`config.mk`:
```
export PLATFORM = sky130hd
export DESIGN_NAME = pwm_decoder
export DESIGN_NICKNAME = d
export VERILOG_FILES = /design/src/rtl/pwm_decoder.sv
export SDC_FILE = /design/constraint.sdc
export NUM_CORES = 1
export LEC_CHECK = 0
export CORE_MARGIN = 2
export CORE_UTILIZATION = 38
export DETAILED_ROUTE_END_ITERATION = 10
export HOLD_SLACK_MARGIN = 0.02
export MAX_ROUTING_LAYER = met4
export PLACE_DENSITY_LB_ADDON = 0.3
export SETUP_SLACK_MARGIN = 0.1
export SLEW_MARGIN = 25
export SYNTH_ARGS = -nofsm -noshare
export SYNTH_HDL_FRONTEND = slang
export SYNTH_SLANG_ARGS = --single-unit
```
`constraint.sdc`:
```
create_clock -name clk -period 2.1 [get_ports clk]
set_input_delay 0.42 -clock clk [delete_from_list [all_inputs] [get_ports clk]]
set_output_delay 0.42 -clock clk [all_outputs]
set_load 0.005 [all_outputs]
```
`src/rtl/pwm_decoder.sv`:
```
// PWM line decoder: measures high time and period per rising-edge frame and flags a stuck line.
// Optional duty4 divider is built when the macro PWM_DEC_DUTY4_EN is defined.
module pwm_decoder #(
    parameter int CW = 8
) (
    input  logic          clk,
    input  logic          reset,
    input  logic          pwm_in,
    output logic          meas_valid,
    output logic [CW-1:0] meas_high,
    output logic [CW-1:0] meas_period,
    output logic          stuck,
    output logic          stuck_level,
    output logic [3:0]    duty4,
    output logic          duty_valid
);

    localparam logic [CW-1:0] CNT_ONE   = CW'(1);
    localparam logic [CW-1:0] CNT_LIMIT = {CW{1'b1}} - CNT_ONE;

    typedef enum logic {
        IDLE,
        MEAS
    } state_t;

    state_t        state;
    logic          sync1;
    logic          s;
    logic          p;
    logic          rise;
    logic [CW-1:0] period_cnt;
    logic [CW-1:0] high_cnt;
    logic [CW-1:0] idle_cnt;
    logic          idle_done;

    assign rise = s & ~p;

    // Two-flop synchronizer plus previous-level register for edge detection
    always_ff @(posedge clk or posedge reset) begin
        if (reset) begin
            sync1 <= 1'b0;
            s     <= 1'b0;
            p     <= 1'b0;
        end else begin
            sync1 <= pwm_in;
            s     <= sync1;
            p     <= s;
        end
    end

    // Frame measurement and stuck-line detection
    always_ff @(posedge clk or posedge reset) begin
        if (reset) begin
            state       <= IDLE;
            period_cnt  <= '0;
            high_cnt    <= '0;
            idle_cnt    <= '0;
            idle_done   <= 1'b0;
            meas_valid  <= 1'b0;
            meas_high   <= '0;
            meas_period <= '0;
            stuck       <= 1'b0;
            stuck_level <= 1'b0;
        end else begin
            meas_valid <= 1'b0;
            case (state)
                IDLE: begin
                    if (rise) begin
                        state      <= MEAS;
                        period_cnt <= CNT_ONE;
                        high_cnt   <= CNT_ONE;
                        stuck      <= 1'b0;
                    end else if (!idle_done) begin
                        // Fires once per IDLE entry, after 2^CW-1 edgeless cycles
                        idle_cnt <= idle_cnt + CNT_ONE;
                        if (idle_cnt == CNT_LIMIT) begin
                            stuck       <= 1'b1;
                            stuck_level <= s;
                            idle_done   <= 1'b1;
                        end
                    end
                end
                MEAS: begin
                    if (rise) begin
                        meas_valid  <= 1'b1;
                        meas_period <= period_cnt;
                        meas_high   <= high_cnt;
                        period_cnt  <= CNT_ONE;
                        high_cnt    <= CNT_ONE;
                    end else if (period_cnt == CNT_LIMIT) begin
                        stuck       <= 1'b1;
                        stuck_level <= s;
                        state       <= IDLE;
                        period_cnt  <= '0;
                        high_cnt    <= '0;
                        idle_cnt    <= '0;
                        idle_done   <= 1'b0;
                    end else begin
                        period_cnt <= period_cnt + CNT_ONE;
                        high_cnt   <= high_cnt + {{(CW-1){1'b0}}, s};
                    end
                end
                default: state <= IDLE;
            endcase
        end
    end

`ifdef PWM_DEC_DUTY4_EN
    logic [CW:0]   div_rem;
    logic [3:0]    div_q;
    logic [2:0]    div_steps;
    logic [CW:0]   div_shift;
    logic          div_ge;

    assign div_shift = {div_rem[CW-1:0], 1'b0};
    assign div_ge    = (div_shift >= {1'b0, meas_period});

    // Restoring divider, one quotient bit per cycle; a new frame restarts it
    always_ff @(posedge clk or posedge reset) begin
        if (reset) begin
            div_rem    <= '0;
            div_q      <= '0;
            div_steps  <= '0;
            duty4      <= '0;
            duty_valid <= 1'b0;
        end else begin
            duty_valid <= 1'b0;
            if (meas_valid) begin
                div_rem   <= {1'b0, meas_high};
                div_q     <= '0;
                div_steps <= 3'd4;
            end else if (div_steps != 3'd0) begin
                div_rem   <= div_ge ? (div_shift - {1'b0, meas_period}) : div_shift;
                div_q     <= {div_q[2:0], div_ge};
                div_steps <= div_steps - 3'd1;
                if (div_steps == 3'd1) begin
                    duty4      <= {div_q[2:0], div_ge};
                    duty_valid <= 1'b1;
                end
            end
        end
    end
`else
    assign duty4      = 4'd0;
    assign duty_valid = 1'b0;
`endif

endmodule

```
==> results.yml, run 1 <==
clock_network:
  cts.clk_slew.worst_paths_ns: 0.09
  cts_max_path_buffers: 2
  hold_buffers: 0
  cts_buffers: 5
  cts_tree: "yes"
  cts_resized: 0
  cts_root_buf: "clkbuf_8"
  cts_max_level: 2
  cts.sinks: 48
  post_cts_buffers: 0
  clkLatencyLatePin_ns: 0.30
worst_hold_path:
  hold_end: "s"
  hold_path.startpoint: "sync1"
  hold_path.class: "reg -> reg"
  holdPathStages: 0
final_layout:
  design_area_um2: 2760
  drive_gt1_share_pct: 18.1
  layout_commonest_cell: "dfrtp_1"
  synthToLayoutAreaGrowth_pct: 18.3
  mostFrequentLayoutCells: "dfrtp_1, clkdlybuf4s50_1, o21ai_0"
  final_net_count: 246
  diodes: 0
  fill_cells: 560
critical_path:
  worstPathCellList: "inv_1 -> ha_1 -> and4_4 -> o2111ai_1 -> o21bai_1 -> mux2_4"
  path_delay_family: "flip-flops"
  crit_start: "period_cnt[0]"
  r2r_start: "period_cnt[0]"
  timing.rr.end: "stuck_level"
  crit_path_max_fanout: 6
  cp_slowest_cell: "dfrtp_1"
  ff2ff_path_depth: 6
  cp-start-kind: "register"
  endpoint_kind: "register"
  crit_buf_inv: 1
  crit_required_ns: 2.29
  worst-setup-path-type: "reg -> reg"
  cpPeakStageDelay_ns: 0.42
  r2r_slack_ns: 0.37
  critPathArrivalTime_ns: 1.92
synth:
  ys_types: 47
  syn_area_um2: 2330
  synth-seq-cells: 48
  dominantRegCellSynth: "dfrtp_1"
  syn_area_per_cell_um2: 11.2
  synth-async-reset-ratio_pct: 100
  syn_inst: 208
  yosysSeqAreaShare_pct: 51.5
  synth_warnings: 0
  synth_edf_count: 0
grt:
  overflow: 0
  grt_antenna_before_repair: 0
  grt_max_degree: 23
  grt_use_total_pct: 14.7
  grt_pass1_wl_um: 7400
  grt_pass1_vias: 1566
floorplanning:
  start_util_pct: 39.4
  fp.dieW_um: 82.3
  dieArea_um2: 6780
  row_count: 28
  io_pins: 27
  coreArea_um2: 5920
  dieHeight_um: 82.3
routing:
  drt_pass1_iterations: 4
  drc: 0
  via_count: 1613
  postRouteWirelength_um: 4250
  wl_per_cell_um: 13.6
  vias_per_cell: 5.15
  ant_nets: 0
  drt_iter0_drc: 75
sta:
  finalHoldViolCount: 0
  setup_tns_ns: 0
  worst_pin_slew_ns: 0.618
  setup_viol: 0
  slew_headroom_pct: 58.7
  skew_ns: 0.00569
  max_freq_mhz: 578
  fin_crit_ns: 1.73
  finalCritPeriodShare_pct: 82.4
  hold_slack_ns: 0.356
  rsz0062_at_grt: "false"
  report.final.slew_viol_count: 0
run_status:
  outcome: "completed"
place:
  portBuffers: 21
  hpwl_um: 2930
  routabilityCongestion: 0.766
  place_area_um2: 2630
pwr:
  leakage_nw: 1.29
  power_density_nw_per_um2: 857
  ir_drop_mv: 0.524
flow_run:
  cap_violations: 0
==> cell families after synthesis <==
group | count (synthesis) | synth area share (%)
AO/OA/AOI/OAI | 62 | 17.1
AND/OR/NAND/NOR | 53 | 14.1
flip-flops | 48 | 51.5
buffers and inverters | 20 | 5.42
multiplexers | 16 | 7.83
adder cells (fa/ha/maj) | 6 | 3.22
XOR/XNOR | 2 | 0.751
other | 1 | 0.161
==> synth_stat cells, types with 3 or more instances <==
cell type | n | area (µm²)
a21o_1 | 4 | 30.0
a21oi_1 | 10 | 50.1
a31oi_1 | 10 | 62.6
and3_1 | 3 | 18.8
buf_4 | 5 | 37.5
buf_6 | 4 | 45.0
dfrtp_1 | 48 | 1200
ha_1 | 6 | 75.1
inv_1 | 7 | 26.3
mux2_2 | 14 | 158
nand2_1 | 18 | 67.6
nand2b_1 | 4 | 25.0
nand3_1 | 7 | 35.0
nor2_1 | 4 | 15.0
nor2b_1 | 3 | 18.8
o21ai_0 | 20 | 100
o31ai_1 | 4 | 30.0
==> metal layers <==
metal	vias to the layer above	global-route usage, %	wire length (µm)
met4	0	5.83	21
li1	799	-	-
met5	-	-	0
met3	2	3.26	124
met2	30	20.7	1890
met1	782	20.6	2210
==> area by class of cell <==
| cell class | count | area, µm² | area share [%] |
|---|---|---|---|
| Sequential cell | 48 | 1200 | 43.5 |
| Clock inverter | 3 | 42.5 | 1.54 |
| Inverter | 8 | 30.0 | 1.09 |
| Clock buffer | 5 | 68.8 | 2.49 |
| Tap cell | 75 | 93.8 | 3.40 |
| Multi-Input combinational cell | 144 | 1020 | 37.0 |
| Timing Repair Buffer | 30 | 303 | 11.0 |
==> stage by stage <==
stage / setup slack, ns / util (%) / std cells / power [mW]
2_1_floorplan: 0.508 / - / 212 / 1.48
3_3_place_gp: 0.277 / 44.4 / 304 / 1.70
3_5_place_dp: 0.204 / 44.4 / 304 / 1.72
4_1_cts: 0.194 / 46.3 / 312 / 2.39
5_1_grt: 0.212 / 46.6 / 313 / 2.52
6_report: 0.369 / 46.6 / 313 / 2.36
==> where the power goes <==
part | internal (mW) | total (mW) | leakage (nW) | switching (mW)
Combinational | 0.292 | 0.461 | 0.612 | 0.168
Clock | 0.353 | 0.667 | 0.0541 | 0.314
Sequential | 1.08 | 1.24 | 0.626 | 0.155
Total | 1.73 | 2.36 | 1.29 | 0.637
==> worst reg2reg max path: cells and delay by family, from the launching register on <==
family	cells	cell delay, ns
AND/OR/NAND/NOR	1	0.21
flip-flops	1	0.42
AO/OA/AOI/OAI	2	0.41
buffers and inverters	1	0.08
adder cells (fa/ha/maj)	1	0.19
multiplexers	1	0.31
==> how the worst max path moves through the flow <==
stage,end,depth (start not counted)
after CTS,high_cnt[7],6
final,stuck_level,6
after floorplan,period_cnt[5],7
after global placement,high_cnt[6],6
after global routing,idle_cnt[7],5
after detailed placement,high_cnt[7],6
==> flip-flops by register name (all words and copies together), names as in the netlist <==
name,flops
high_cnt,8
idle_cnt,8
meas_high,8
meas_period,8
period_cnt,8
idle_done,1
meas_valid,1
p,1
s,1
state,1
stuck,1
stuck_level,1
sync1,1
Note: power is estimated with default switching activity, not from simulation.
==> run 2, diff against run 1 <==
clock period = 1.55 ns   (was 2.1 ns; I/O delays follow)
==> results.yml, run 2 (same netlist as run 1, synthesis figures left out) <==
critical_path:
  critPathArrivalTime_ns: 1.80
  r2r_start: "period_cnt[0]"
  r2r_slack_ns: -0.05
  crit_path_max_fanout: 4
  crit_required_ns: 1.75
  ff2ff_path_depth: 6
  cp-start-kind: "register"
  timing.rr.end: "stuck_level"
  worst-setup-path-type: "reg -> reg"
  endpoint_kind: "register"
sta:
  fin_crit_ns: 1.60
  finalCritPeriodShare_pct: 103
  max_freq_mhz: 624
  setup_tns_ns: -0.101
  fin_ws_ns: -0.0538
  finalHoldViolCount: 0
  setup_viol: 5
  skew_ns: 0.0131
  report.final.slew_viol_count: 0
  rsz0062_at_grt: "true"
run_status:
  outcome: "complete, but fails checks"
  violations: "setup timing"
grt:
  overflow: 0
  grt_max_degree: 49
  grt_antenna_before_repair: 0
  grt_pass1_wl_um: 8170
  grt_pass1_vias: 1786
  grt_use_total_pct: 16.3
place:
  place_area_um2: 2830
  hpwl_um: 3330
  dp_slack_ns: -0.204
  portBuffers: 21
  routabilityCongestion: 0.758
pwr:
  power_density_nw_per_um2: 1130
  ir_drop_mv: 0.603
  leakage_nw: 1.57
final_layout:
  register_area_um2: 1200
  design_area_um2: 3160
  diodes: 0
  synthToLayoutAreaGrowth_pct: 35.5
  fill_cells: 523
  final_net_count: 276
  multiInputGateArea_um2: 1170
  layout_commonest_cell: "dfrtp_1"
  mostFrequentLayoutCells: "dfrtp_1, buf_4, dlygate4sd2_1"
  drive_gt1_share_pct: 35.8
worst_hold_path:
  holdPathStages: 0
  hold_end: "s"
  hold_path.startpoint: "sync1"
  hold_path.class: "reg -> reg"
floorplanning:
  coreArea_um2: 5920
  start_util_pct: 39.4
  dieHeight_um: 82.3
  dieArea_um2: 6780
  io_pins: 27
  fp.dieW_um: 82.3
  row_count: 28
routing:
  wl_per_cell_um: 14.5
  via_count: 1820
  ant_nets: 0
  vias_per_cell: 5.31
  postRouteWirelength_um: 4970
  drc: 0
  drt_pass1_iterations: 4
  drt_iter0_drc: 75
clock_network:
  cts.sinks: 48
  cts_max_path_buffers: 2
  cts.clk_slew.worst_paths_ns: 0.09
  cts_tree: "yes"
  cts_root_buf: "clkbuf_8"
  cts_buffers: 5
  clkLatencyLatePin_ns: 0.30
  cts_max_level: 2
flow_run:
  cap_violations: 0
run 2: repair_timing:
item,4_1_cts,5_1_grt
setup buffers,7,2
hold buffers,0,0
gates resized for setup,36,21
pin swaps,5,7
gates cloned,0,1
setup endpoints to repair,60,42
run 2: routing by layer:
| metal | GRT usage [%] | vias to the layer above | share of wire, % |
|---|---|---|---|
| met4 | 6.33 | 0 | 1.7 |
| met5 | - | - | 0 |
| met2 | 26.1 | 44 | 49 |
| met3 | 2.93 | 7 | 3.6 |
| li1 | - | 876 | - |
| met1 | 20.4 | 893 | 46 |
run 2: stage by stage:
step | instances | power (mW) | utilization (%) | hold WS [ns]
final | 343 | 3.56 | 53.4 | 0.359
after global routing | 343 | 3.78 | 53.4 | 0.378
after CTS | 340 | 3.53 | 51.8 | 0.364
after detailed placement | 325 | 2.44 | 47.8 | 0.342
after global placement | 325 | 2.41 | 47.8 | 0.333
after floorplan | 212 | 2.01 | - | 0.331
run 2: critical path, stage by stage (launching register included):
cell       delay (ns)
dfrtp_1          0.40
inv_2            0.08
ha_4             0.12
and4_4           0.26
o2111ai_4        0.15
o21bai_4         0.20
mux2_4           0.30
run 2: power breakdown:
group / total (mW) / internal (mW) / switching, mW
Sequential: 1.63 / 1.47 / 0.162
Clock: 1.09 / 0.649 / 0.439
Combinational: 0.843 / 0.492 / 0.351
run 2: worst max-delay path by stage:
stage	to	start	slack (ns)	cells after the start
finish	stuck_level	period_cnt[0]	-0.05	6
global route	stuck_level	period_cnt[0]	-0.13	6
CTS	stuck_level	period_cnt[0]	-0.05	6
detailed placement	meas_high[3]	p	-0.20	4
global placement	meas_period[3]	p	-0.17	4
floorplan	period_cnt[5]	period_cnt[0]	-0.02	7
run 2: final cells by class:
type	instances	share of cell area, %
flip-flops and latches	48	38.0
multi-input cells	145	37.1
repair buffers	59	16.5
well taps	75	2.97
clock buffers	5	2.18
clock inverters	3	2.18
inverters	8	1.07
==> patch: new RTL, config.mk and constraints of run 1 <==
The parameter `CW` goes from 8 to 16.
--- a/src/rtl/pwm_decoder.sv
+++ b/src/rtl/pwm_decoder.sv
@@ -3,3 +3,3 @@
 module pwm_decoder #(
-    parameter int CW = 8
+    parameter int CW = 16
 ) (
Ports: changed (resized meas_high and meas_period); port bits go from 27 to 43. No check against the original RTL was run, so the function may have changed too.
==> patch against run 1 <==
Count of clock-buffer cells in the layout rose by 5. Power rose by 90%. Largest power group unchanged. Worst setup slack got worse by 0.22 ns. Wire length rose by 140%. Synthesized area rose by 86%. Largest cell class unchanged. Sequential cell count rose by 40. Final area rose by 96%.
==> patch: results (changes against run 1) <==
Yosys
  • Async SR Flop Fraction: 100% (unchanged)
  • Avg Cell Area, Syn: 10.1 um2 (was 11.2 um2)
  • Largest cells by area after synthesis: dfrtp_1 (51%), mux2_2 (5.2%), a31oi_1 (3.6%) (was dfrtp_1 (52%), mux2_2 (6.8%), o21ai_0 (4.3%))
  • Count of different cell masters after synthesis: 51 (was 47)
  • Register area share after synthesis: 50.9% (was 51.5%)
  • Commonest cells post-synth: dfrtp_1 (88), nand2_1 (39), o21ai_0 (27) (was dfrtp_1 (48), o21ai_0 (20), nand2_1 (18))
  • Synth Warn #: 0 (unchanged)

Placed design
  • RePlAce Congestion: 0.857 (was 0.766)
  • Setup WS pre-CTS: 0.117 ns (was 0.204 ns)
  • IO Port Bufs: 37 (was 21)
  • Placed Area: 5000 um2 (was 2630 um2)
  • Placed cells: 610 (was 304)
  • DP HPWL: 7040 um (was 2930 um)

Worst hold path
  • Worst Hold Class: reg -> reg (unchanged)
  • Hold Crit Start: sync1 (unchanged)

Setup path
  • Crit-path leading delay family: compound AO/OA/AOI/OAI gates (was flip-flops)
  • Reg2reg setup slack: 0.15 ns (was 0.37 ns)
  • Startpoint types: flip-flop (unchanged)
  • CP max-delay cell: o41a_1 (was dfrtp_1)
  • Reg2reg start: period_cnt[0] (unchanged)
  • Arrival time at the worst endpoint: 2.19 ns (was 1.92 ns)
  • Crit path max fanout: 5 (was 6)
  • Crit path largest cell delay: 0.53 ns (was 0.42 ns)

Clock tree
  • Clock slew at reported path FFs: 0.07 ns (was 0.09 ns)
  • Clock Path Buffers: 2 (unchanged)
  • H-tree depth: 3 (was 2)
  • Total CTS buffers: 9 (was 5)
  • Root Buffer: clkbuf_16 (was clkbuf_8)
  • Clk_lat worst skew: 0.35 ns (was 0.30 ns)

Outcome
  • Status: finished clean (unchanged)

Power
  • Leak: 2.36 nW (was 1.29 nW)
  • Max VDD drop: 0.594 mV (was 0.524 mV)

Final layout
  • N_diodes: 0 (unchanged)
  • Share of layout cells above drive strength 1: 17.8% (was 18.1%)
  • Nets: 497 (was 246)

GRT
  • Antenna violations before repair: 0 (unchanged)
  • Vias in the first global route: 3408 (was 1566)
  • GRT Overall Usage: 17.6% (was 14.7%)
  • Pin count of the biggest net entering global routing: 89 (was 23)
  • First-pass GRT wire length: 17200 um (was 7400 um)

STA
  • Slew HR: 36.9% (was 58.7%)
  • Clk_skew: 0.00865 ns (was 0.00569 ns)
  • Setup TNS: 0 ns (unchanged)
  • Crit path time final: 1.95 ns (was 1.73 ns)
  • Worst Hold Slack: 0.348 ns (was 0.356 ns)

Routing
  • Avg Vias per Cell: 5.64 (was 5.15)
  • Vias: 3567 (was 1613)
  • First-pass detailed-route iteration total: 4 (unchanged)
  • DR WL/cell: 16.4 um (was 13.6 um)
  • Initial DRC Count: 291 (was 75)
==> patch: changes by cell type after synthesis, sizes merged, moves of 7 or more <==
cell / before / now
or4: 1 / 13
o2bb2ai: 0 / 7
inv: 8 / 17
or3: 0 / 9
dfrtp: 48 / 88
nand2: 19 / 39
clkbuf: 1 / 21
nand4: 0 / 17
nand3: 7 / 23
a31oi: 10 / 25
nor2: 4 / 13
==> patch: routing by layer <==
layer  track usage, %  vias up  share of wire [%]
met5                -        -                  0
met4             5.83        0                1.6
met3             3.88       13                4.9
met2             28.1       87                 48
met1             22.4     1739                 45
li1                 -     1728                  -
==> patch: kinds of logic after synthesis <==
family | Yosys count | synth area share (%)
AOI/OAI and AO/OA | 111 | 17.1
xor gates and xnor gates | 2 | 0.405
and+or+nand+nor | 147 | 18.6
adders and majority gates | 6 | 1.73
buffers and inverters | 50 | 5.09
DFF | 88 | 50.9
muxes | 24 | 6.13
other | 1 | 0.0866
==> patch: worst paths after layout <==
path | end | cells past startpoint
setup / recovery | idle_cnt[8] | 7
hold / removal | s | 0
setup reg to reg | idle_cnt[8] | 7
hold reg to reg | s | 0
max in group asynchronous | period_cnt[0] | 3
min in group asynchronous | idle_cnt[13] | 3
==> patch: cell type report <==
type                            instances  area [um2]
Multi-Input combinational cell        295        1960
Inverter                               18        73.8
Timing Repair Buffer                   76         683
Clock buffer                           10         239
Tap cell                              140         175
Clock inverter                          6        67.6
Sequential cell                        88        2200
Fill cell                            1023        5580
==> patch: power breakdown <==
part	total, mW	internal (mW)	leakage, nW	switching (mW)
clock network	1.65	0.958	0.145	0.690
logic	0.799	0.434	1.03	0.364
registers	2.05	1.88	1.18	0.164
==> patch: what timing repair did <==
action                     in CTS  in global routing
gates resized for setup         1                 11
setup endpoints to repair       2                 42
setup buffers                   0                  7
pin swaps                       0                  5
cloned                          0                  0
